<file path="src/rtl/mc_control_unit.sv">
// Multi-cycle control sequencer for the MIPS-subset core.
// Steps each instruction through FETCH/DECODE/EXEC/MEM/WB over a single shared,
// variable-latency memory port. Traps on illegal opcodes or memory timeout and
// counts retired instructions. aluc/pcsrc encodings match the single-cycle core.
//
// Ports:
//   clk, rst_n          clock (rising edge), asynchronous active-low reset
//   op, func            opcode / function field from the instruction register
//   z                   ALU zero flag, meaningful in EXEC
//   mem_ready           memory completes the current access this cycle
//   memread, iord       memory read strobe; address select (0=PC, 1=ALU result)
//   irwrite, pcwrite    instruction register load; PC load
//   wmem, wreg, mem2reg, regrt, jal, shift, aluimm, s_ext, aluc, pcsrc
//                       datapath controls, same meaning as the single-cycle core
//   trap                high while in TRAP
//   illegal, timeout    sticky trap causes, cleared only by reset
//   instr_count         retired-instruction count (wraps)
//   state               current state, for debug
module mc_control_unit #(
  parameter int unsigned CNT_W       = 32,
  parameter int unsigned MEM_TIMEOUT = 15
) (
  input  logic             clk,
  input  logic             rst_n,
  input  logic [5:0]       op,
  input  logic [5:0]       func,
  input  logic             z,
  input  logic             mem_ready,
  output logic             memread,
  output logic             iord,
  output logic             irwrite,
  output logic             pcwrite,
  output logic             wmem,
  output logic             wreg,
  output logic             mem2reg,
  output logic             regrt,
  output logic             jal,
  output logic             shift,
  output logic             aluimm,
  output logic             s_ext,
  output logic [3:0]       aluc,
  output logic [1:0]       pcsrc,
  output logic             trap,
  output logic             illegal,
  output logic             timeout,
  output logic [CNT_W-1:0] instr_count,
  output logic [2:0]       state
);

  localparam int unsigned WaitW = (MEM_TIMEOUT < 1) ? 1 : $clog2(MEM_TIMEOUT + 1);

  typedef enum logic [2:0] {
    StInit   = 3'd0,
    StFetch  = 3'd1,
    StDecode = 3'd2,
    StExec   = 3'd3,
    StMem    = 3'd4,
    StWb     = 3'd5,
    StTrap   = 3'd6
  } state_e;

  state_e           state_q, state_d;
  logic [WaitW-1:0] wait_q, wait_d;
  logic [CNT_W-1:0] count_q, count_d;
  logic             illegal_q, illegal_d;
  logic             timeout_q, timeout_d;

  // Instruction decode
  logic r_type;
  logic i_add, i_sub, i_and, i_or, i_xor, i_sll, i_srl, i_sra, i_jr;
  logic i_addi, i_andi, i_ori, i_xori, i_lw, i_sw, i_beq, i_bne, i_lui, i_j, i_jal;
  logic i_shift, i_imm_alu, legal, mem_wait_expired;

  assign r_type = (op == 6'b000000);
  assign i_add  = r_type && (func == 6'b100000);
  assign i_sub  = r_type && (func == 6'b100010);
  assign i_and  = r_type && (func == 6'b100100);
  assign i_or   = r_type && (func == 6'b100101);
  assign i_xor  = r_type && (func == 6'b100110);
  assign i_sll  = r_type && (func == 6'b000000);
  assign i_srl  = r_type && (func == 6'b000010);
  assign i_sra  = r_type && (func == 6'b000011);
  assign i_jr   = r_type && (func == 6'b001000);
  assign i_addi = (op == 6'b001000);
  assign i_andi = (op == 6'b001100);
  assign i_ori  = (op == 6'b001101);
  assign i_xori = (op == 6'b001110);
  assign i_lw   = (op == 6'b100011);
  assign i_sw   = (op == 6'b101011);
  assign i_beq  = (op == 6'b000100);
  assign i_bne  = (op == 6'b000101);
  assign i_lui  = (op == 6'b001111);
  assign i_j    = (op == 6'b000010);
  assign i_jal  = (op == 6'b000011);

  assign i_shift   = i_sll | i_srl | i_sra;
  // Immediate ALU ops that write rt in WB
  assign i_imm_alu = i_addi | i_andi | i_ori | i_xori | i_lui;

  assign legal = i_add | i_sub | i_and | i_or | i_xor | i_sll | i_srl | i_sra | i_jr |
                 i_addi | i_andi | i_ori | i_xori | i_lw | i_sw | i_beq | i_bne |
                 i_lui | i_j | i_jal;

  assign mem_wait_expired = (wait_q == WaitW'(MEM_TIMEOUT));

  always_comb begin
    memread   = 1'b0;
    iord      = 1'b0;
    irwrite   = 1'b0;
    pcwrite   = 1'b0;
    wmem      = 1'b0;
    wreg      = 1'b0;
    mem2reg   = 1'b0;
    regrt     = 1'b0;
    jal       = 1'b0;
    shift     = 1'b0;
    aluimm    = 1'b0;
    s_ext     = 1'b0;
    aluc      = 4'b0000;
    pcsrc     = 2'b00;
    trap      = 1'b0;
    state_d   = state_q;
    illegal_d = illegal_q;
    timeout_d = timeout_q;

    case (state_q)
      StInit: state_d = StFetch;

      StFetch: begin
        memread = 1'b1;
        iord    = 1'b0;
        if (mem_ready) begin
          irwrite = 1'b1;
          pcwrite = 1'b1;
          pcsrc   = 2'b00;
          state_d = StDecode;
        end else if (mem_wait_expired) begin
          state_d   = StTrap;
          timeout_d = 1'b1;
        end
      end

      StDecode: begin
        if (legal) begin
          state_d = StExec;
        end else begin
          state_d   = StTrap;
          illegal_d = 1'b1;
        end
      end

      StExec: begin
        shift  = i_shift;
        aluimm = i_imm_alu | i_lw | i_sw;
        s_ext  = i_addi | i_lw | i_sw | i_beq | i_bne;
        if (i_sub || i_bne)                  aluc = 4'b0100;
        else if (i_and || i_andi)            aluc = 4'b0001;
        else if (i_or || i_ori)              aluc = 4'b0101;
        else if (i_xor || i_xori || i_beq)   aluc = 4'b0010;
        else if (i_sll)                      aluc = 4'b0011;
        else if (i_srl)                      aluc = 4'b0111;
        else if (i_sra)                      aluc = 4'b1111;
        else if (i_lui)                      aluc = 4'b0110;
        else                                 aluc = 4'b0000;

        if (i_beq) begin
          pcsrc   = 2'b01;
          pcwrite = z;
          state_d = StFetch;
        end else if (i_bne) begin
          pcsrc   = 2'b01;
          pcwrite = ~z;
          state_d = StFetch;
        end else if (i_j || i_jal) begin
          pcsrc   = 2'b11;
          pcwrite = 1'b1;
          wreg    = i_jal;
          jal     = i_jal;
          state_d = StFetch;
        end else if (i_jr) begin
          pcsrc   = 2'b10;
          pcwrite = 1'b1;
          state_d = StFetch;
        end else if (i_lw || i_sw) begin
          state_d = StMem;
        end else begin
          state_d = StWb;
        end
      end

      StMem: begin
        // Address = base + sign-extended offset, held for the whole access
        iord    = 1'b1;
        aluimm  = 1'b1;
        s_ext   = 1'b1;
        aluc    = 4'b0000;
        memread = i_lw;
        wmem    = i_sw;
        if (mem_ready) begin
          state_d = i_lw ? StWb : StFetch;
        end else if (mem_wait_expired) begin
          state_d   = StTrap;
          timeout_d = 1'b1;
        end
      end

      StWb: begin
        wreg    = 1'b1;
        regrt   = i_imm_alu | i_lw;
        mem2reg = i_lw;
        state_d = StFetch;
      end

      StTrap: trap = 1'b1;

      default: state_d = StInit;
    endcase
  end

  // Wait counter only advances while parked in FETCH/MEM; any other transition clears it.
  always_comb begin
    wait_d = '0;
    if ((state_q == StFetch || state_q == StMem) && state_d == state_q) begin
      wait_d = wait_q + WaitW'(1);
    end
  end

  always_comb begin
    count_d = count_q;
    if (state_d == StFetch && (state_q == StExec || state_q == StMem || state_q == StWb)) begin
      count_d = count_q + CNT_W'(1);
    end
  end

  always_ff @(posedge clk or negedge rst_n) begin
    if (!rst_n) begin
      state_q   <= StInit;
      wait_q    <= '0;
      count_q   <= '0;
      illegal_q <= 1'b0;
      timeout_q <= 1'b0;
    end else begin
      state_q   <= state_d;
      wait_q    <= wait_d;
      count_q   <= count_d;
      illegal_q <= illegal_d;
      timeout_q <= timeout_d;
    end
  end

  assign illegal     = illegal_q;
  assign timeout     = timeout_q;
  assign instr_count = count_q;
  assign state       = state_q;

endmodule

</file>
<file path="config.mk">
export PLATFORM = sky130hd
export DESIGN_NAME = mc_control_unit
export DESIGN_NICKNAME = d
export VERILOG_FILES = /design/src/rtl/mc_control_unit.sv
export SDC_FILE = /design/constraint.sdc
export NUM_CORES = 1
export LEC_CHECK = 0
export ABC_AREA = 1
export CORE_MARGIN = 2
export CORE_UTILIZATION = 45
export DETAILED_ROUTE_END_ITERATION = 8
export MAX_ROUTING_LAYER = met4
export PLACE_DENSITY = 0.76
export SLEW_MARGIN = 20
export SYNTH_ARGS = -nofsm -noshare
export SYNTH_HDL_FRONTEND = slang
export SYNTH_SLANG_ARGS = --single-unit
</file>
<file path="constraint.sdc">
create_clock -name clk -period 1.74 [get_ports clk]
set_input_delay 0.348 -clock clk [delete_from_list [all_inputs] [get_ports clk]]
set_output_delay 0.348 -clock clk [all_outputs]
set_load 0.005 [all_outputs]
</file>
=== After elaboration in Yosys (flattened, before gate mapping) ===
Cells that the tools add are included.

* Add/sub/neg operators: 2
* Equality and inequality tests: 28
* Mux-type cells: 47
* Bitwise logic cells: 34
* Reductions and logical operators: 28

{| class="wikitable"
|+ Operators by type and width
! kind !! number
|-
| 6-bit equality test (second input constant) || 7
|-
| 6-bit by 4-bit equality test with 1-bit output (second input constant) || 6
|-
| 4-bit 2-to-1 mux || 9
|-
| 32-bit by 1-bit adder with 32-bit output (second input constant) || 1
|-
| 1-bit OR || 31
|-
| 3-bit 2-to-1 mux || 10
|-
| 6-bit by 2-bit equality test with 1-bit output (second input constant) || 4
|-
| 3-bit case mux with 6 select lines || 1
|-
| 1-bit 2-to-1 mux || 17
|-
| 6-bit by 3-bit equality test with 1-bit output (second input constant) || 2
|-
| 6-bit zero test || 2
|-
| 1-bit logical AND || 11
|-
| 1-bit logical OR || 10
|-
| 2-bit 2-to-1 mux || 5
|-
| 1-bit case mux with 2 select lines || 5
|-
| 3-bit equality test (second input constant) || 3
|-
| 3-bit by 1-bit equality test with 1-bit output (second input constant) || 2
|-
| 3-bit by 2-bit equality test with 1-bit output (second input constant) || 2
|-
| 4-bit by 1-bit adder with 4-bit output (second input constant) || 1
|-
| 4-bit equality test (second input constant) || 1
|-
| 2-bit OR reduction || 2
|-
| 3-bit equality test || 1
|-
| 3-bit zero test || 1
|-
| 1-bit NOT || 3
|-
| other kinds (2) || 2
|}

* Flip-flop bits (word level): 41
* Output and inout bits: 56
* Logic and storage cells: 144

=== Logic depth before layout (Yosys ltp) ===
Gate-level depths: netlist of the first run.

* Depth in word-level cells: 26
* Gate-level depth with buffers: 14
* Mapped depth without buffers: 13

=== Worst setup path after synthesis of the first run ===
OpenSTA, ideal clock, no wires.

* Path kind: flip-flop to flip-flop
* Start point: register count_q[0], in the netlist instr_count[0]
* End point: register count_q[24], in the netlist instr_count[24]
* Library setup time: 0.065 ns
* Arrival time: 1.653 ns
* Path slack: 0.022 ns
* Cell stages (with the launch flop): 11
* Period minus slack after synthesis: 1.718 ns
* Cells stage by stage: dfrtp_1 ha_1 nand3_1 nor2_1 inv_1 nor2_1 inv_1 nor3_1 xor2_1 nand3_1 nand2_1

* Longest elaborated chain between the ends: 1

{| class="wikitable"
|+ Ends and longest elaborated chain
! element !! line !! text
|-
| start: declaration || 64 || <nowiki>logic [CNT_W-1:0] count_q, count_d;</nowiki>
|-
| start signal: assignment || 245 || <nowiki>count_q <= count_d;</nowiki>
|-
| 32-bit by 1-bit adder with 32-bit output || 231 || <nowiki>count_d = count_q + CNT_W'(1);</nowiki>
|}

No other way between the ends.
A chain may end at the register's enable or synchronous reset.

=== Worst setup path after layout of the first run ===
* Start point: register state_q[0], in the netlist state[0]
* End point: register count_q[18], in the netlist instr_count[18]

* Longest elaborated chain between the ends: 5
* Elaborated cells on any way between the ends: 16
* Classes of those cells: 7 x eq/ne; 4 x mux; 5 x reduce/logical

{| class="wikitable"
|+ Ends and longest elaborated chain
! element !! line !! text
|-
| start: declaration || 62 || <nowiki>state_e state_q, state_d;</nowiki>
|-
| start signal: assignment || 237 || <nowiki>state_q <= StInit;</nowiki>
|-
| start signal: assignment || 243 || <nowiki>state_q <= state_d;</nowiki>
|-
| 3-bit equality test (tied with other cells) || 126, 230 ||
|-
| 2-bit OR reduction (no source line) (tied with other cells) || -- ||
|-
| 3-bit case mux with 6 select lines || 126 || <nowiki>case (state_q)</nowiki>
|-
| 3-bit by 1-bit equality test with 1-bit output || 230 || <nowiki>if (state_d == StFetch && (state_q == StExec || state_q == StMem || state_q == StWb)) begin</nowiki>
|-
| 1-bit logical AND (*) || 230 ||
|}

Mark *: on every way between the ends. The rest lies on a longest branch, timed or not.

==> impl_metrics.prom, run 1 <==
# TYPE chip_impl_metric gauge
chip_impl_metric{name="yosysWarningCount",unit=""} 0
chip_impl_metric{name="first_pass_grt_wire_length",unit="um"} 20100
chip_impl_metric{name="proportion_of_layout_cells_with_a_drive_suffix_above_1",unit=""} 0.451
chip_impl_metric{name="coreArea",unit="um^2"} 6760
chip_impl_metric{name="layout-area-overhead-vs-synth",unit="%"} 83.1
chip_impl_metric{name="final-setup-viol-count",unit=""} 54
chip_impl_metric{name="mappedNetlistArea",unit="um^2"} 3110
chip_impl_metric{name="multi_input_comb_area",unit="um^2"} 2310
chip_impl_metric{name="max_slew_margin",unit=""} 0.722
chip_impl_metric{name="initial_core_util",unit=""} 0.460
chip_impl_metric{name="clk-insertion-delay-late",unit="ns"} 0.31
chip_impl_metric{name="chipWidth",unit="um"} 87.1
chip_impl_info{name="rsz_0062_raised_after_global_routing",value="yes"} 1
chip_impl_metric{name="irDropWorstVdd",unit="mV"} 0.593
chip_impl_metric{name="via_per_inst",unit=""} 5.77
chip_impl_metric{name="ys_types",unit=""} 34
chip_impl_metric{name="min_period",unit="ns"} 2.07
chip_impl_metric{name="total_overflow_reported_by_the_global_router",unit=""} 0
chip_impl_metric{name="clk_buf_depth",unit=""} 2
chip_impl_info{name="failing_checks",value="setup timing"} 1
chip_impl_metric{name="nets",unit=""} 695
chip_impl_metric{name="synth.avg_cell_area",unit="um^2"} 6.68
chip_impl_info{name="crit_slowest_cell",value="sky130_fd_sc_hd__dfrtp_2"} 1
chip_impl_metric{name="antenna_cells_inserted",unit=""} 0
chip_impl_metric{name="routed-via-count",unit=""} 4376
chip_impl_metric{name="clkTransAtPathRegs",unit="ns"} 0.09
chip_impl_metric{name="post_synth_inst_count",unit=""} 465
chip_impl_metric{name="worstMarginPinSlew",unit="ns"} 0.414
chip_impl_metric{name="dp_worst_setup_slack",unit="ns"} -0.880
chip_impl_metric{name="number_of_top_level_pins",unit=""} 72
chip_impl_metric{name="die_h",unit="um"} 87.1
chip_impl_info{name="worst_setup_path_start_kind",value="flip-flop"} 1
chip_impl_info{name="critPathKind",value="flip-flop to flip-flop"} 1
chip_impl_info{name="outcome",value="finished with violations"} 1
chip_impl_metric{name="gp_congestion",unit=""} 0.969
chip_impl_metric{name="drc",unit=""} 0
chip_impl_metric{name="grt_use_total",unit=""} 0.350
chip_impl_metric{name="yosysTopAreaCellShare",unit=""} 0.330
chip_impl_metric{name="postLayoutCoreUtil",unit=""} 0.842
chip_impl_metric{name="first_global_vias",unit=""} 4202
chip_impl_metric{name="power.density",unit="nW/um^2"} 974
chip_impl_metric{name="synth_fp_nets",unit=""} 483
chip_impl_metric{name="placementRows",unit=""} 30
chip_impl_metric{name="clock-skew-final",unit="ns"} 0.00826
chip_impl_metric{name="post-route-worst-setup-slack",unit="ns"} -0.332
chip_impl_info{name="cts_tree",value="yes"} 1
chip_impl_metric{name="final_max_slew_viol_count",unit=""} 0
chip_impl_metric{name="ff_latch_area",unit="um^2"} 1030
chip_impl_info{name="critical_path.cell_chain",value="inv_2, buf_4, nor3_4, inv_2, buf_4, a21oi_4, nand3_4, clkbuf_16, nand2_2, nand2_1"} 1
chip_impl_metric{name="drt_pre_antenna_iters",unit=""} 5
chip_impl_metric{name="max_cap_violations",unit=""} 0
chip_impl_info{name="clockRootBuffer",value="sky130_fd_sc_hd__clkbuf_8"} 1
chip_impl_metric{name="number_of_endpoints_with_negative_hold_slack_in_the_final_report",unit=""} 0
chip_impl_metric{name="postRouteAntennaNets",unit=""} 0
chip_impl_metric{name="grt_start_max_net_pins",unit=""} 28
chip_impl_metric{name="timing.final.crit_share",unit=""} 1.19
chip_impl_metric{name="critPathMaxStageDelay",unit="ns"} 0.45
chip_impl_metric{name="placement.io_buffers",unit=""} 71
chip_impl_metric{name="dr.first_iter.drc_count",unit=""} 397
chip_impl_metric{name="ys_async_sr_fraction",unit=""} 1.00
chip_impl_info{name="hold_class",value="primary input to asynchronous set/reset pin"} 1
chip_impl_metric{name="route.final.wire_length",unit="um"} 14900
chip_impl_metric{name="p_leak",unit="nW"} 2.86
chip_impl_metric{name="synth-edff-count",unit=""} 0
chip_impl_metric{name="fmaxAchievable",unit="MHz"} 483
chip_impl_metric{name="die_area",unit="um^2"} 7590
chip_impl_metric{name="peak_fanout_along_the_critical_path",unit=""} 9
chip_impl_metric{name="fillers",unit=""} 371
chip_impl_metric{name="cts.sink_count",unit=""} 41
chip_impl_metric{name="synth.yosys.seq_area_share",unit=""} 0.330
chip_impl_metric{name="cts_inserted_buffers",unit=""} 5
chip_impl_info{name="yosys-top-cells-area",value="sky130_fd_sc_hd__dfrtp_1 (33%), sky130_fd_sc_hd__nand2_1 (17%), sky130_fd_sc_hd__nor2_1 (8.5%), sky130_fd_sc_hd__nand3_1 (8.1%), sky130_fd_sc_hd__inv_1 (5.1%)"} 1
chip_impl_metric{name="hpwl",unit="um"} 8160
chip_impl_info{name="timing.critical_path.to_type",value="flip-flop"} 1
chip_impl_metric{name="synth.ff_latch_count",unit=""} 41
chip_impl_info{name="synth_largest_area_cell",value="sky130_fd_sc_hd__dfrtp_1"} 1
chip_impl_metric{name="critPathRequiredTime",unit="ns"} 1.94
chip_impl_info{name="dominantRegCellSynth",value="sky130_fd_sc_hd__dfrtp_1"} 1
chip_impl_metric{name="timing.critical_path.arrival",unit="ns"} 2.27
chip_impl_metric{name="routed_wire_length_per_instance",unit="um"} 19.6
chip_impl_metric{name="cts-htree-levels",unit=""} 2
chip_impl_metric{name="number_of_antenna_violations_at_the_first_check_in_global_routing",unit=""} 0
-- Yosys cell counts, types with 3 or more instances --
master,n
sky130_fd_sc_hd__a21oi_1,3
sky130_fd_sc_hd__a31oi_1,6
sky130_fd_sc_hd__buf_2,3
sky130_fd_sc_hd__buf_6,4
sky130_fd_sc_hd__dfrtp_1,41
sky130_fd_sc_hd__inv_1,42
sky130_fd_sc_hd__inv_2,6
sky130_fd_sc_hd__nand2_1,141
sky130_fd_sc_hd__nand2_2,5
sky130_fd_sc_hd__nand3_1,50
sky130_fd_sc_hd__nand3_2,3
sky130_fd_sc_hd__nand3b_1,4
sky130_fd_sc_hd__nand4_1,7
sky130_fd_sc_hd__nor2_1,70
sky130_fd_sc_hd__nor2_2,6
sky130_fd_sc_hd__nor3_1,14
sky130_fd_sc_hd__nor4_1,3
sky130_fd_sc_hd__o21ai_0,7
sky130_fd_sc_hd__xnor2_1,14
sky130_fd_sc_hd__xor2_1,16
-- path summary, 6_finish.rpt --
kind / start / endpoint / slack [ns] / cells after the start
setup / recovery: state[0]$_DFF_PN0_ / instr_count[18]$_DFFE_PN0P_ / -0.33 / 10
hold / removal: rst_n / timeout$_DFFE_PN0P_ / 0.39 / 2
setup reg to reg: state[0]$_DFF_PN0_ / instr_count[18]$_DFFE_PN0P_ / -0.33 / 10
hold reg to reg: illegal$_DFFE_PN0P_ / illegal$_DFFE_PN0P_ / 0.50 / 2
max in group asynchronous: rst_n / instr_count[6]$_DFFE_PN0P_ / 0.82 / 3
min in group clk: illegal$_DFFE_PN0P_ / illegal$_DFFE_PN0P_ / 0.50 / 2
-- layer usage --
layer  global-route usage  wire length [um]  up-vias
met2                0.622              7500      262
met3               0.0682              1190      110
li1                     -                 -     1924
met1                0.369              5270     2080
met4                0.171               938        0
met5                    -                 0        -
-- placed cells by master (no fill, tap or decap), types with 18 or more instances in the layout --
cell / instances
sky130_fd_sc_hd__buf_2: 18
sky130_fd_sc_hd__nand2_1: 98
sky130_fd_sc_hd__nor2_1: 50
sky130_fd_sc_hd__inv_1: 36
sky130_fd_sc_hd__buf_6: 31
sky130_fd_sc_hd__nand2_2: 30
sky130_fd_sc_hd__buf_4: 113
sky130_fd_sc_hd__clkdlybuf4s50_1: 34
sky130_fd_sc_hd__nand3_1: 40
sky130_fd_sc_hd__nand2_4: 18
sky130_fd_sc_hd__dfrtp_1: 37
-- registers in the layout, indices dropped and copies added (netlist names) --
| name | count |
|---|---|
| illegal | 1 |
| instr_count | 32 |
| wait_q | 4 |
| state | 3 |
| timeout | 1 |
-- critical path: cells and delay by family, from the launching register on --
family | cells | cell delay, ns
AOI/OAI and AO/OA | 1 | 0.20
DFF | 1 | 0.45
and+or+nand+nor | 4 | 0.59
buffers and inverters | 5 | 0.72
-- per-stage QoR --
step           cells  setup TNS (ns)  power [mW]  instance area, um^2  hold WS, ns
3_5_place_dp     705          -38.18        3.26                 4600        0.188
6_report         758          -12.57        5.54                 5690        0.390
2_1_floorplan    465               0        2.22                 3110       0.0524
3_3_place_gp     705          -35.18        3.20                 4600        0.187
5_1_grt          758          -16.13        5.75                 5690        0.410
4_1_cts          743           -4.48        4.52                 5180        0.392
-- repair_timing --
item,4_1_cts,5_1_grt
gates cloned,0,4
endpoints found under the setup margin,59,62
endpoints found under the hold margin,6,0
hold buffers,1,0
buffers inserted,33,13
pin swaps,40,25
resized for setup,200,105
-- cell type report --
type / count / share of cell area
Sequential cell: 41 / 0.181
Clock inverter: 3 / 0.0121
Inverter: 49 / 0.0350
Tap cell: 80 / 0.0176
Multi-Input combinational cell: 365 / 0.406
Clock buffer: 5 / 0.0121
Timing Repair Buffer: 215 / 0.336
-- kinds of logic after synthesis --
group / after synthesis / synth area share
AOI/OAI and AO/OA: 26 / 0.0564
xor gates and xnor gates: 30 / 0.0845
adders and majority gates: 2 / 0.00805
buffers and inverters: 59 / 0.0853
DFF: 41 / 0.330
and+or+nand+nor: 307 / 0.436
-- report_power, final --
group	internal (mW)	total (mW)	leakage, nW	switching [mW]
logic	1.63	3.44	2.24	1.81
registers	1.04	1.13	0.547	0.0885
clock network	0.578	0.970	0.0687	0.392
total	3.26	5.54	2.86	2.29
(Power assumes the default switching activity.)
==> inputs of run 2 (changes only) <==
CTS_BUF_LIST = sky130_fd_sc_hd__clkbuf_8   (was not set)
==> results of run 2 <==
Final layout, timing and power as in run 1 (identical DEF).
